--- src/rtl/qupls_rat_backout_sink.sv ---
// qupls_rat_backout_sink
// Architectural-to-physical register map that takes restore writes from the
// branch-mispredict backout machine and normal rename writes. Backout always
// wins a same-cycle collision. Physical registers discarded by a restore are
// queued in a small valid/ready FIFO for return to the free list.
module qupls_rat_backout_sink #(
   parameter int AREGS  = 64,
   parameter int PREGS  = 512,
   parameter int FDEPTH = 4,
   localparam int AW    = $clog2(AREGS),
   localparam int PW    = $clog2(PREGS)
) (
   input  logic          clk,
   input  logic          rst,
   input  logic          bo_wr,
   input  logic [AW-1:0] bo_areg,
   input  logic [PW-1:0] bo_preg,
   input  logic [PW-1:0] bo_nreg,
   input  logic          rn_wr,
   input  logic [AW-1:0] rn_areg,
   input  logic [PW-1:0] rn_preg,
   input  logic [AW-1:0] rd_areg0,
   input  logic [AW-1:0] rd_areg1,
   output logic [PW-1:0] rd_preg0,
   output logic [PW-1:0] rd_preg1,
   output logic          fr_valid,
   output logic [PW-1:0] fr_preg,
   input  logic          fr_ready,
   output logic          fifo_full,
   input  logic          bo_clr,
   output logic [7:0]    bo_count,
   output logic          ovf,
   output logic          conflict
);

   localparam int FW = $clog2(FDEPTH);

   logic [PW-1:0] map [AREGS];

   logic [PW-1:0] fifo_mem [FDEPTH];
   logic [FW:0]   wr_ptr;
   logic [FW:0]   rd_ptr;

   logic fifo_empty;
   logic push_req;
   logic pop;
   logic push_ok;
   logic push_drop;

   // Map reads are straight from the table; a same-cycle write is not bypassed.
   assign rd_preg0 = map[rd_areg0];
   assign rd_preg1 = map[rd_areg1];

   // Extra pointer MSB distinguishes full from empty when the low bits match.
   assign fifo_empty = (wr_ptr == rd_ptr);
   assign fifo_full  = (wr_ptr[FW] != rd_ptr[FW]) && (wr_ptr[FW-1:0] == rd_ptr[FW-1:0]);
   assign fr_valid   = !fifo_empty;
   assign fr_preg    = fifo_empty ? '0 : fifo_mem[rd_ptr[FW-1:0]];

   // Preg 0 means "none", so only a real discarded mapping is returned.
   assign push_req  = bo_wr && (bo_nreg != '0);
   assign pop       = fr_valid && fr_ready;
   // A pop in the same cycle frees the slot a full FIFO needs for the push.
   assign push_ok   = push_req && (!fifo_full || pop);
   assign push_drop = push_req && fifo_full && !pop;

   // Map table: identity on reset, backout write has priority over rename.
   always_ff @(posedge clk) begin
      if (rst) begin
         for (int i = 0; i < AREGS; i++)
            map[i] <= PW'(i);
      end else if (bo_wr) begin
         map[bo_areg] <= bo_preg;
      end else if (rn_wr) begin
         map[rn_areg] <= rn_preg;
      end
   end

   // FIFO storage; contents are qualified by the pointers so need no reset.
   always_ff @(posedge clk) begin
      if (push_ok)
         fifo_mem[wr_ptr[FW-1:0]] <= bo_nreg;
   end

   // FIFO pointers; reset discards any entries still pending.
   always_ff @(posedge clk) begin
      if (rst) begin
         wr_ptr <= '0;
         rd_ptr <= '0;
      end else begin
         if (push_ok)
            wr_ptr <= wr_ptr + 1'b1;
         if (pop)
            rd_ptr <= rd_ptr + 1'b1;
      end
   end

   // Saturating restore counter and sticky flags; clear beats any set.
   always_ff @(posedge clk) begin
      if (rst) begin
         bo_count <= '0;
         ovf      <= 1'b0;
         conflict <= 1'b0;
      end else if (bo_clr) begin
         bo_count <= '0;
         ovf      <= 1'b0;
         conflict <= 1'b0;
      end else begin
         if (bo_wr && (bo_count != 8'hFF))
            bo_count <= bo_count + 8'd1;
         if (push_drop)
            ovf <= 1'b1;
         if (bo_wr && rn_wr)
            conflict <= 1'b1;
      end
   end

endmodule

--- config.mk ---
export PLATFORM = sky130hd
export DESIGN_NAME = qupls_rat_backout_sink
export DESIGN_NICKNAME = d
export VERILOG_FILES = /design/src/rtl/qupls_rat_backout_sink.sv
export SDC_FILE = /design/constraint.sdc
export NUM_CORES = 1
export LEC_CHECK = 0
export ABC_AREA = 1
export BUFFER_PORTS_ARGS = -buffer_cell sky130_fd_sc_hd__buf_2
export CORE_UTILIZATION = 30
export CTS_CLUSTER_DIAMETER = 100
export DETAILED_ROUTE_END_ITERATION = 10
export PLACE_DENSITY = 0.55
export SYNTH_ARGS = -nofsm -noshare
export SYNTH_HDL_FRONTEND = slang
export SYNTH_SLANG_ARGS = --single-unit
--- constraint.sdc ---
create_clock -name clk -period 2.9 [get_ports clk]
set_input_delay 0.435 -clock clk [delete_from_list [all_inputs] [get_ports clk]]
set_output_delay 0.435 -clock clk [all_outputs]
set_load 0.01 [all_outputs]
==> impl_metrics.yaml <==
sta:
  maxSlewViolCount: 0
  period_needed_ns: 2.86
  timing.fmax_mhz: 350
  final_hold_viol_count: 0
  period_share: 0.986
  fin_tns_setup_ns: 0
  setup_viol: 0
  timing.hold.ws_ns: 0.0299
  slew_headroom: 0.371
  tightest_slew_ns: 0.940
  fin_skew_ns: 0.0157
clock_network:
  cts_buffers: 72
  clk_pin_slew_ns: 0.06
  clk_path_buf_depth: 3
  htreeDepth: 3
  cts_root_buf: "clkbuf_16"
  cts_num_sinks: 630
  clk_latency_ns: 0.64
  cts_post_setup_buffers_inserted: 0
  cts_tree: "yes"
synth:
  synth-seq-cells: 630
  yosysTopAreaCellShare: 0.533
  syn_nets: 4465
  syn_avg_cell_area_um2: 7.83
  async_flop_share: 0
  yosysWarnings: 0
  yosys.area.top_type: "edfxtp_1"
  synth_edf_count: 612
  synthFlopType: "edfxtp_1"
  synthCells: 4402
  synth_area_mm2: 0.0344
  synth_cell_type_count: 27
  ys_seq_area_frac: 0.544
  synth_area_leaders: "edfxtp_1, nand2_1, nand3_1"
placement:
  place_congestion: 0.922
  place_area_mm2: 0.0386
  port_buffers: 95
  dp_hpwl_mm: 86.7
layout:
  fin_area_mm2: 0.0409
  layout-drive-gt1-share: 0.117
  finalNetCount: 4575
  nFillCells: 11608
  area_growth_pct: 18.8
die:
  die_height_um: 341
  die_w_um: 341
  std_cell_rows: 123
  initial_utilization: 0.305
  dieArea_mm2: 0.116
  coreArea_mm2: 0.113
  io_pins: 96
grt:
  grt_overflow: 0
  grt_max_degree: 65
  antenna_found_initial: 7
  grt_usage: 0.217
  grt_pass1_vias: 30044
  grt_pass1_wl_mm: 190
critical_path:
  cp-endpoint: "rd_preg0[5]"
  crit_arrival_ns: 2.43
  crit_slowest_cell: "inv_2"
  reg2reg_from: "rd_ptr[0]"
  r2r_slack_ns: 0.78
  cp.required_ns: 2.47
  crit_start: "rd_areg0[2]"
  r2r_end: "fifo_mem[3][7]"
  path_cells: "buf_2, inv_2, buf_12, nand3_1, nand2_1, nand2_1, nand3_1, nand3_1, nand2_1, buf_2"
  crit_path_start_kind: "primary input"
  slowest_delay_ns: 0.43
  crit_fanout: 11
  worstSetupPathType: "in -> out"
  worstSetupEndpointType: "primary output"
  rr_worst_depth: 6
drt:
  viasPerCell: 5.27
  dr.pass1.iters: 8
  wl_per_cell_um: 21.2
  vias: 31970
  drt_iter0_drc: 3973
  routed_wl_mm: 129
  detail-route-antenna-nets: 0
  route.detailed.drc: 0
power_and_ir_drop:
  p_per_area_mw_per_mm2: 574
  power.leakage_nw: 16.9
  irDropWorstVdd_v: 0.000426
run:
  cap_violations: 0
status:
  status: "finished, final reports clean"
hold_path:
  hold_path_class: "in -> reg"
-- logic make-up (layout without fill, tap and decap cells) --
| kind of cell | Yosys count | in the layout | share of synthesized area |
|---|---|---|---|
| DFF | 630 | 630 | 0.544 |
| other | 0 | 1 | 0 |
| muxes | 9 | 9 | 0.00262 |
| AOI/OAI and AO/OA | 44 | 44 | 0.00759 |
| buffers and inverters | 437 | 600 | 0.0478 |
| and+or+nand+nor | 3268 | 3268 | 0.394 |
| adders and majority gates | 6 | 6 | 0.00218 |
| xor gates and xnor gates | 8 | 8 | 0.00203 |
-- per-layer routing --
metal	vias up	share of wire	global-route usage	wire (um)
met5	-	0.00036	0	46
met4	8	0.035	0.0765	4530
met1	15208	0.43	0.304	54800
li1	14790	-	-	-
met2	1695	0.44	0.333	56500
met3	269	0.099	0.0404	12800
-- layout by cell type, fill, tap and decap left out, types with 9 or more instances in the layout --
master        n
a21oi_1      12
buf_12       75
clkbuf_16    76
inv_2        43
nand2_1    1787
clkinv_1     19
o32ai_1       9
o21ai_0      17
buf_2        91
clkbuf_1     13
nand2_2       9
inv_1        72
edfxtp_1    612
nor2_2       19
clkinv_2     10
nor2_1      458
nand3_1     986
dfxtp_1      18
buf_4       174
mux2i_4       9
-- where the power goes --
group | internal, mW | total [mW] | switching (mW) | leakage [nW]
sequential | 10.5 | 10.8 | 0.321 | 6.06
clock | 5.17 | 9.05 | 3.87 | 1.10
combinational | 1.10 | 3.62 | 2.52 | 9.71
-- area by class of cell --
type                    count  area [um2]  area share
flip-flops and latches    630       18700       0.458
multi-input cells        3335       14200       0.347
repair buffers            345        3320      0.0812
clock buffers              90        1960      0.0480
well taps                1500        1880      0.0459
inverters                 128         502      0.0123
clock inverters            37         313     0.00764
diodes                      1        2.50   0.0000611
-- cells in the mapped netlist (3+ instances only) --
cell,n
inv_1,72
nand3_1,986
inv_2,48
edfxtp_1,612
nand2_1,1796
o21ai_0,17
nor2_2,17
xnor2_1,4
nor2_1,460
xor2_1,4
clkinv_1,8
dfxtp_1,18
a21oi_1,12
mux2i_1,9
o21ai_1,4
nor3_1,3
buf_1,51
clkbuf_1,256
o32ai_1,9
ha_1,6
-- worst max-delay path, delay by kind of cell --
kind,cells,cell delay [ns]
buffers and inverters,4,0.98
and+or+nand+nor,6,0.98
-- what timing repair did --
item                                    CTS  global route
endpoints found under the setup margin    0            73
hold buffers                              3             0
hold endpoints to repair                  9             0
gates resized for setup                   0            13
-- metrics by stage --
step                setup slack, ns  std cells   util  power (mW)
finish                       0.0393       6066  0.362        23.5
detailed placement          -0.0145       5935  0.341        14.5
global placement             0.0568       5935  0.341        14.5
floorplan                     0.606       4402      -        12.8
CTS                           0.110       6065  0.362        23.5
global route               -0.00450       6065  0.362        24.2
-- flip-flops by register name (all words and copies together), names as in the netlist, named ones only --
name / count
bo_count: 8
conflict: 1
fifo_mem: 36
map: 576
ovf: 1
rd_ptr: 3
wr_ptr: 3
-- worst min path at each step --
| stage | slack (ns) | cells after the start | end | from |
|---|---|---|---|---|
| after floorplan | 0.45 | 2 | rd_ptr[2] | rd_ptr[2] |
| after global placement | 0.44 | 2 | ovf | ovf |
| after detailed placement | 0.45 | 2 | ovf | ovf |
| after CTS | 0.0004 | 1 | fifo_mem[1][2] | bo_nreg[2] |
| after global routing | 0.01 | 1 | fifo_mem[1][2] | bo_nreg[2] |
| final | 0.03 | 1 | fifo_mem[1][2] | bo_nreg[2] |
(Power assumes the default switching activity.)
